## src/rtl/x3q16_mem_responder.sv

```systemverilog
// ============================================================================
// Module  : x3q16_mem_responder
// Brief   : Single-port word memory responder with fixed wait-state latency,
//           one service per request level. Optional write guard enabled by
//           defining X3Q16_MEM_GUARD_EN.
// Rev     : 1.0
// ============================================================================
`default_nettype none

module x3q16_mem_responder #(
  parameter int          DEPTH_LOG2  = 8,
  parameter int          WAIT_STATES = 2,
  parameter logic [15:0] GUARD_BASE  = 16'hFF00
) (
  input  logic        clk,
  input  logic        reset,
  input  logic        request,
  input  logic        request_type,
  input  logic [15:0] request_address,
  input  logic [15:0] write_data,
  output logic [15:0] read_data,
  output logic        memory_ready,
  output logic        write_complete,
  output logic        memory_critical,
  output logic        busy
);

  typedef enum logic [1:0] {
    S_IDLE = 2'd0,
    S_WAIT = 2'd1,
    S_RESP = 2'd2,
    S_HOLD = 2'd3
  } state_t;

  state_t                  r_state;
  logic [3:0]              r_count;
  logic                    r_type;
  logic [15:0]             r_addr;
  logic [15:0]             r_wdata;
  logic [15:0]             r_mem [0:(1<<DEPTH_LOG2)-1];

  logic [DEPTH_LOG2-1:0]   w_idx;
  logic                    w_reject;

  assign w_idx = r_addr[DEPTH_LOG2-1:0];

`ifdef X3Q16_MEM_GUARD_EN
  assign w_reject = r_type && (r_addr >= GUARD_BASE);
`else
  logic w_unused_bits;
  assign w_reject      = 1'b0;
  assign w_unused_bits = ^{GUARD_BASE, r_addr};
`endif

  // Array has no reset; a reset edge that coincides with RESP suppresses the write.
  always_ff @(posedge clk) begin
    if (!reset && (r_state == S_RESP) && r_type && !w_reject) begin
      r_mem[w_idx] <= r_wdata;
    end
  end

  always_ff @(posedge clk) begin
    if (reset) begin
      r_state         <= S_IDLE;
      r_count         <= 4'd0;
      r_type          <= 1'b0;
      r_addr          <= 16'h0000;
      r_wdata         <= 16'h0000;
      read_data       <= 16'h0000;
      memory_ready    <= 1'b0;
      write_complete  <= 1'b0;
      memory_critical <= 1'b0;
      busy            <= 1'b0;
    end else begin
      memory_ready    <= 1'b0;
      write_complete  <= 1'b0;
      memory_critical <= 1'b0;
      case (r_state)
        S_IDLE: begin
          if (request) begin
            r_type  <= request_type;
            r_addr  <= request_address;
            r_wdata <= write_data;
            r_count <= 4'(WAIT_STATES);
            busy    <= 1'b1;
            r_state <= (WAIT_STATES == 0) ? S_RESP : S_WAIT;
          end
        end
        S_WAIT: begin
          r_count <= r_count - 4'd1;
          if (r_count == 4'd1) begin
            r_state <= S_RESP;
          end
        end
        S_RESP: begin
          if (!r_type) begin
            read_data    <= r_mem[w_idx];
            memory_ready <= 1'b1;
          end else if (w_reject) begin
            memory_critical <= 1'b1;
          end else begin
            write_complete <= 1'b1;
          end
          r_state <= S_HOLD;
        end
        S_HOLD: begin
          if (!request) begin
            busy    <= 1'b0;
            r_state <= S_IDLE;
          end
        end
        default: r_state <= S_IDLE;
      endcase
    end
  end

endmodule

`default_nettype wire

```

## config.mk

```make
export PLATFORM = sky130hd
export DESIGN_NAME = x3q16_mem_responder
export DESIGN_NICKNAME = d
export VERILOG_FILES = /design/src/rtl/x3q16_mem_responder.sv
export SDC_FILE = /design/constraint.sdc
export NUM_CORES = 2
export LEC_CHECK = 0
export ABC_AREA = 1
export BUFFER_PORTS_ARGS = -buffer_cell sky130_fd_sc_hd__buf_2
export CORE_MARGIN = 4
export CORE_UTILIZATION = 40
export DETAILED_ROUTE_END_ITERATION = 8
export GPL_ROUTABILITY_DRIVEN = 0
export PLACE_DENSITY_LB_ADDON = 0.2
export REMOVE_ABC_BUFFERS = 1
export SYNTH_ARGS = -nofsm -noshare
export SYNTH_HDL_FRONTEND = slang
export SYNTH_SLANG_ARGS = --single-unit
```

## constraint.sdc

```tcl
create_clock -name clk -period 11 [get_ports clk]
set_input_delay 2.2 -clock clk [delete_from_list [all_inputs] [get_ports clk]]
set_output_delay 2.2 -clock clk [all_outputs]
set_load 0.05 [all_outputs]
```

Word level (Yosys, flattened, before mapping)
Memories as Yosys holds them, arrays and structs flattened. A register that Yosys moved wholly into a read port is not among the register bits.
Cells that the tools add are included.
- register bits after elaboration: 34
- RAM bits: 4096
- bits of input ports: 36
- output and inout port bits: 20
- word-level logic and storage cells: 44
- memories kept: 1
- memories (name ; words ; width ; read ports ; clocked after Yosys merged registers in ; wr ports ; line ; RTL):
    r_mem ; 256 ; 16 ; 1 ; 1 ; 1 ; 40 ; logic [15:0] r_mem [0:(1<<DEPTH_LOG2)-1];
- $add $sub $neg: 1
- equal/unequal tests: 7
- muxes and demuxes: 13
- bitwise logic cells: 2
- reductions and logical operators: 12
- operator list (cell ; number):
    $pmux W2 S4 ; 1
    $pmux W4 S2 ; 1
    $mux W1 ; 6
    $mux W2 ; 3
    $ne A2 B2 Y1 const B ; 3
    $reduce_and A2 Y1 ; 3
    $reduce_and A3 Y1 ; 2
    $eq A2 B2 Y1 const B ; 2
    $eq A4 B1 Y1 const B ; 1
    $mux W4 ; 1
    $reduce_bool A2 Y1 ; 2
    $sub A4 B1 Y4 const B ; 1
    $eq A2 B1 Y1 const B ; 1
    $logic_and A1 B1 Y1 ; 2
    $logic_not A2 Y1 ; 1
    $not A1 Y1 ; 2
    $pmux W1 S2 ; 1
    $reduce_or A2 Y1 ; 1
    $logic_not A1 Y1 ; 1

Longest topological paths before layout
- depth after elaboration: 5
- gate-level depth with buffers: 19
- gate-level depth less buffers: 15

Worst setup path before layout
OpenSTA, ideal clock, no wires.
- path kind: in2reg
- from: input reset
- to: memory r_mem[181][0], enable pin
- library setup time: 0.409 ns
- data arrival time: 3.948 ns
- data required time: 10.591 ns
- path slack: 6.643 ns
- stages on the path: 4
- path buffers: 1
- path through: nor3_1 > clkbuf_1 > inv_1 > nor3_1
- longest elaborated chain between the ends: 5
- RTL lines (what ; line ; RTL):
    start, declared ; 16 ; input logic reset,
    $logic_not A1 Y1 ; 57 ; if (!reset && (r_state == S_RESP) && r_type && !w_reject) begin
    $logic_and A1 B1 Y1 (2 in series) ; 57 ;
    $mux W1 ; 57 ;
    $mux W1 (not written as such) ; 58 ; r_mem[w_idx] <= r_wdata;
    end, declared ; 40 ;
No other way between the ends.

==> metrics.md <==
| Metric | Value |
|---|---|
| Run status | `completed` |
| CP bufs+invs | `4` |
| CP startpoint kind | `register` |
| Post-Route WL | `496000 um` |
| Peak Freq | `0.179 GHz` |
| Vias in the first global route | `98000` |
| Cell taking the most area after synthesis | `edfxtp_1` |
| Crit Path Class | `register to register` |
| Leak | `71.2 nW` |
| Distinct cells, synth | `25` |
| CTS tree | `built` |
| Via-to-Cell Ratio | `5.13` |
| Min-Delay Path Class | `register to register` |
| Clock root cell | `clkbuf_16` |
| Max-Cap Viols | `0` |
| Synth-to-Final Area Change | `12.5%` |
| Clk sink count | `4146` |
| Initial DRC Count | `11200` |
| Crit. End Element | `register` |
| Yosys warns | `0` |
| DRC Markers | `0` |
| Crit path arrival time | `6.49 ns` |
| Max layer used | `met5` |
| Post-synth top area share | `0.738` |
| Routed wl met3 | `36800 um` |
| Most frequent cells in the layout | `nand2_1 (7989), edfxtp_1 (4096), nor2_1 (906)` |
| Synthesized area per cell | `11.2 um2` |
| CTS buffer count | `430` |
| Area taken by multi-input logic gates | `39300 um2` |
| Crit-path max FO | `121` |
| # resized after CTS | `0` |
| Via count | `107000` |
| Tcrit/Tclk final | `0.508` |
| Post-synthesis sequential area ratio | `0.744` |
| Endpoints failing setup | `0` |
| Post-Syn Area | `167000 um2` |
| Initial antenna violation count | `19` |
| GRT overflow | `0` |
| Post-DRT Antenna Nets | `0` |
| Seq. cell area | `124000 um2` |
| Skew final | `0.0515 ns` |
| Crit path time final | `5.58 ns` |
| Site Rows | `236` |
| Max IR drop VDD | `0.220 mV` |
| Reg clk slew, reported paths | `0.06 ns` |
| Crit path cell chain | `inv_8, nor2_4, buf_4, buf_12, buf_4, nand2_1, nand2_1, o21ai_0, nand2_1, nor2_1, nor2_1, nor2_1, nand2_1, nand2_1, nand2_1, nor2_1, nor2_1` |
| Crit path largest cell delay | `0.89 ns` |
| Initial Util | `0.402` |
| Slowest CP cell | `dfxtp_4` |
| Max-slew violations | `0` |
| Pwr dens | `222 nW/um2` |
| Slew HR | `0.123` |
| Fill count | `37900` |
| CTS max path bufs | `4` |
| Port bufs | `46` |
| Clk Latency, worst-skew pair | `0.99 ns` |
| # H-tree levels | `5` |
| Chip Width | `654 um` |
| Placed cells | `20100` |
| Post-CTS setup buffers | `0` |
| Largest net degree at the start of global routing | `184` |
| Layout Cells excl Fill | `20900` |
| Met2 routed WL | `226000 um` |
| Final hold vios | `0` |
| Worst-margin pin slew | `1.32 ns` |
| Delay-heaviest family, CP | `buffers and inverters` |
| Post-detail-place hpwl | `274000 um` |
| Share of layout cells above drive strength 1 | `0.0731` |
| Most used cell, CP | `nand2_1` |
| Total GRT Usage | `0.226` |
| DR pass1 iterations | `8` |
| Synth Instances | `14900` |
| First-pass GRT wire length | `710000 um` |
| Commonest non-fill, non-tap cell in the layout | `nand2_1` |
| WL/cell | `23.7 um` |
| Fin nets | `15100` |
| Die area | `427000 um2` |
| Fin Setup TNS | `0 ns` |
| RSZ-0062 raised after global routing | `no` |
| Met1 wire length | `214000 um` |
| Ports | `56` |
| Top cells by area, synth | `edfxtp_1 (74%), nand2_1 (18%), nor2_1 (2.1%)` |
| Flop and latch count out of synthesis | `4146` |
| Hold_buf cts | `0` |
| Critical Path RT | `11.91 ns` |
| CORE AREA | `414000 um2` |
| Die Y | `654 um` |
[cell type report]
type                       count  area share
antenna                        4   0.0000534
tap                         5474      0.0365
sequential                  4146       0.661
clock inverter               258      0.0110
multi-input combinational   9971       0.210
timing repair buffer         459      0.0196
inverter                      56     0.00128
clock buffer                 545      0.0606
[final timing paths]
kind                                start           end  slack, ns  cells past startpoint
worst max-delay path            r_addr[1]  read_data[2]       5.42                     17
worst min-delay path               r_type  memory_ready       0.52                      1
worst min register to register     r_type  memory_ready       0.52                      1
worst max register to register  r_addr[1]  read_data[2]       5.42                     17
[logic make-up after synthesis]
group | Yosys count | synth area share
buffers and inverters | 825 | 0.0219
AO/OA/AOI/OAI | 518 | 0.0156
adder cells (fa/ha/maj) | 7 | 0.000525
AND/OR/NAND/NOR | 9445 | 0.218
other | 1 | 0.0000225
flip-flops | 4146 | 0.744
[registers in the layout, indices dropped and copies added (netlist names)]
register / cells
r_wdata: 16
r_mem: 4096
r_addr: 8
write_complete: 1
memory_ready: 1
r_state: 2
r_type: 1
busy: 1
r_count: 4
read_data: 16
[metrics by stage]
| step | worst slack, ns | utilization | power (mW) | hold slack (ns) | cell area (um2) |
|---|---|---|---|---|---|
| 2_1_floorplan | -69.85 | - | 26.0 | 0.421 | 163000 |
| 3_3_place_gp | 5.47 | 0.420 | 27.9 | 0.497 | 174000 |
| 3_5_place_dp | 5.43 | 0.420 | 28.0 | 0.507 | 174000 |
| 4_1_cts | 5.46 | 0.453 | 41.9 | 0.514 | 188000 |
| 5_1_grt | 5.28 | 0.453 | 43.3 | 0.535 | 188000 |
| 6_report | 5.42 | 0.453 | 41.7 | 0.517 | 188000 |
[report_power, final]
| part | switching (mW) | internal [mW] |
|---|---|---|
| clock network | 6.12 | 7.95 |
| logic | 7.00 | 1.80 |
| registers | 0.384 | 18.5 |
| total | 13.5 | 28.2 |
[layer usage]
layer / GRT usage / up-vias
li1: - / 50200
met5: 0 / -
met1: 0.324 / 52400
met3: 0.0311 / 693
met2: 0.353 / 3829
met4: 0.0833 / 2
[cells in the mapped netlist]
cell type,count
buf_4,15
a21oi_1,232
nor3_1,8
nor2_2,3
ha_1,7
dfxtp_1,50
o21ai_0,263
nor2_4,1
nand3_1,255
nor2_1,946
o21ai_1,19
a211oi_1,2
a22oi_1,1
clkbuf_1,278
nand2_1,8004
buf_6,1
a31oi_1,1
inv_2,3
clkinv_1,6
buf_1,84
conb_1,1
buf_2,391
nand4_1,228
edfxtp_1,4096
inv_1,47
No activity file was read; power rests on OpenSTA's default activity.
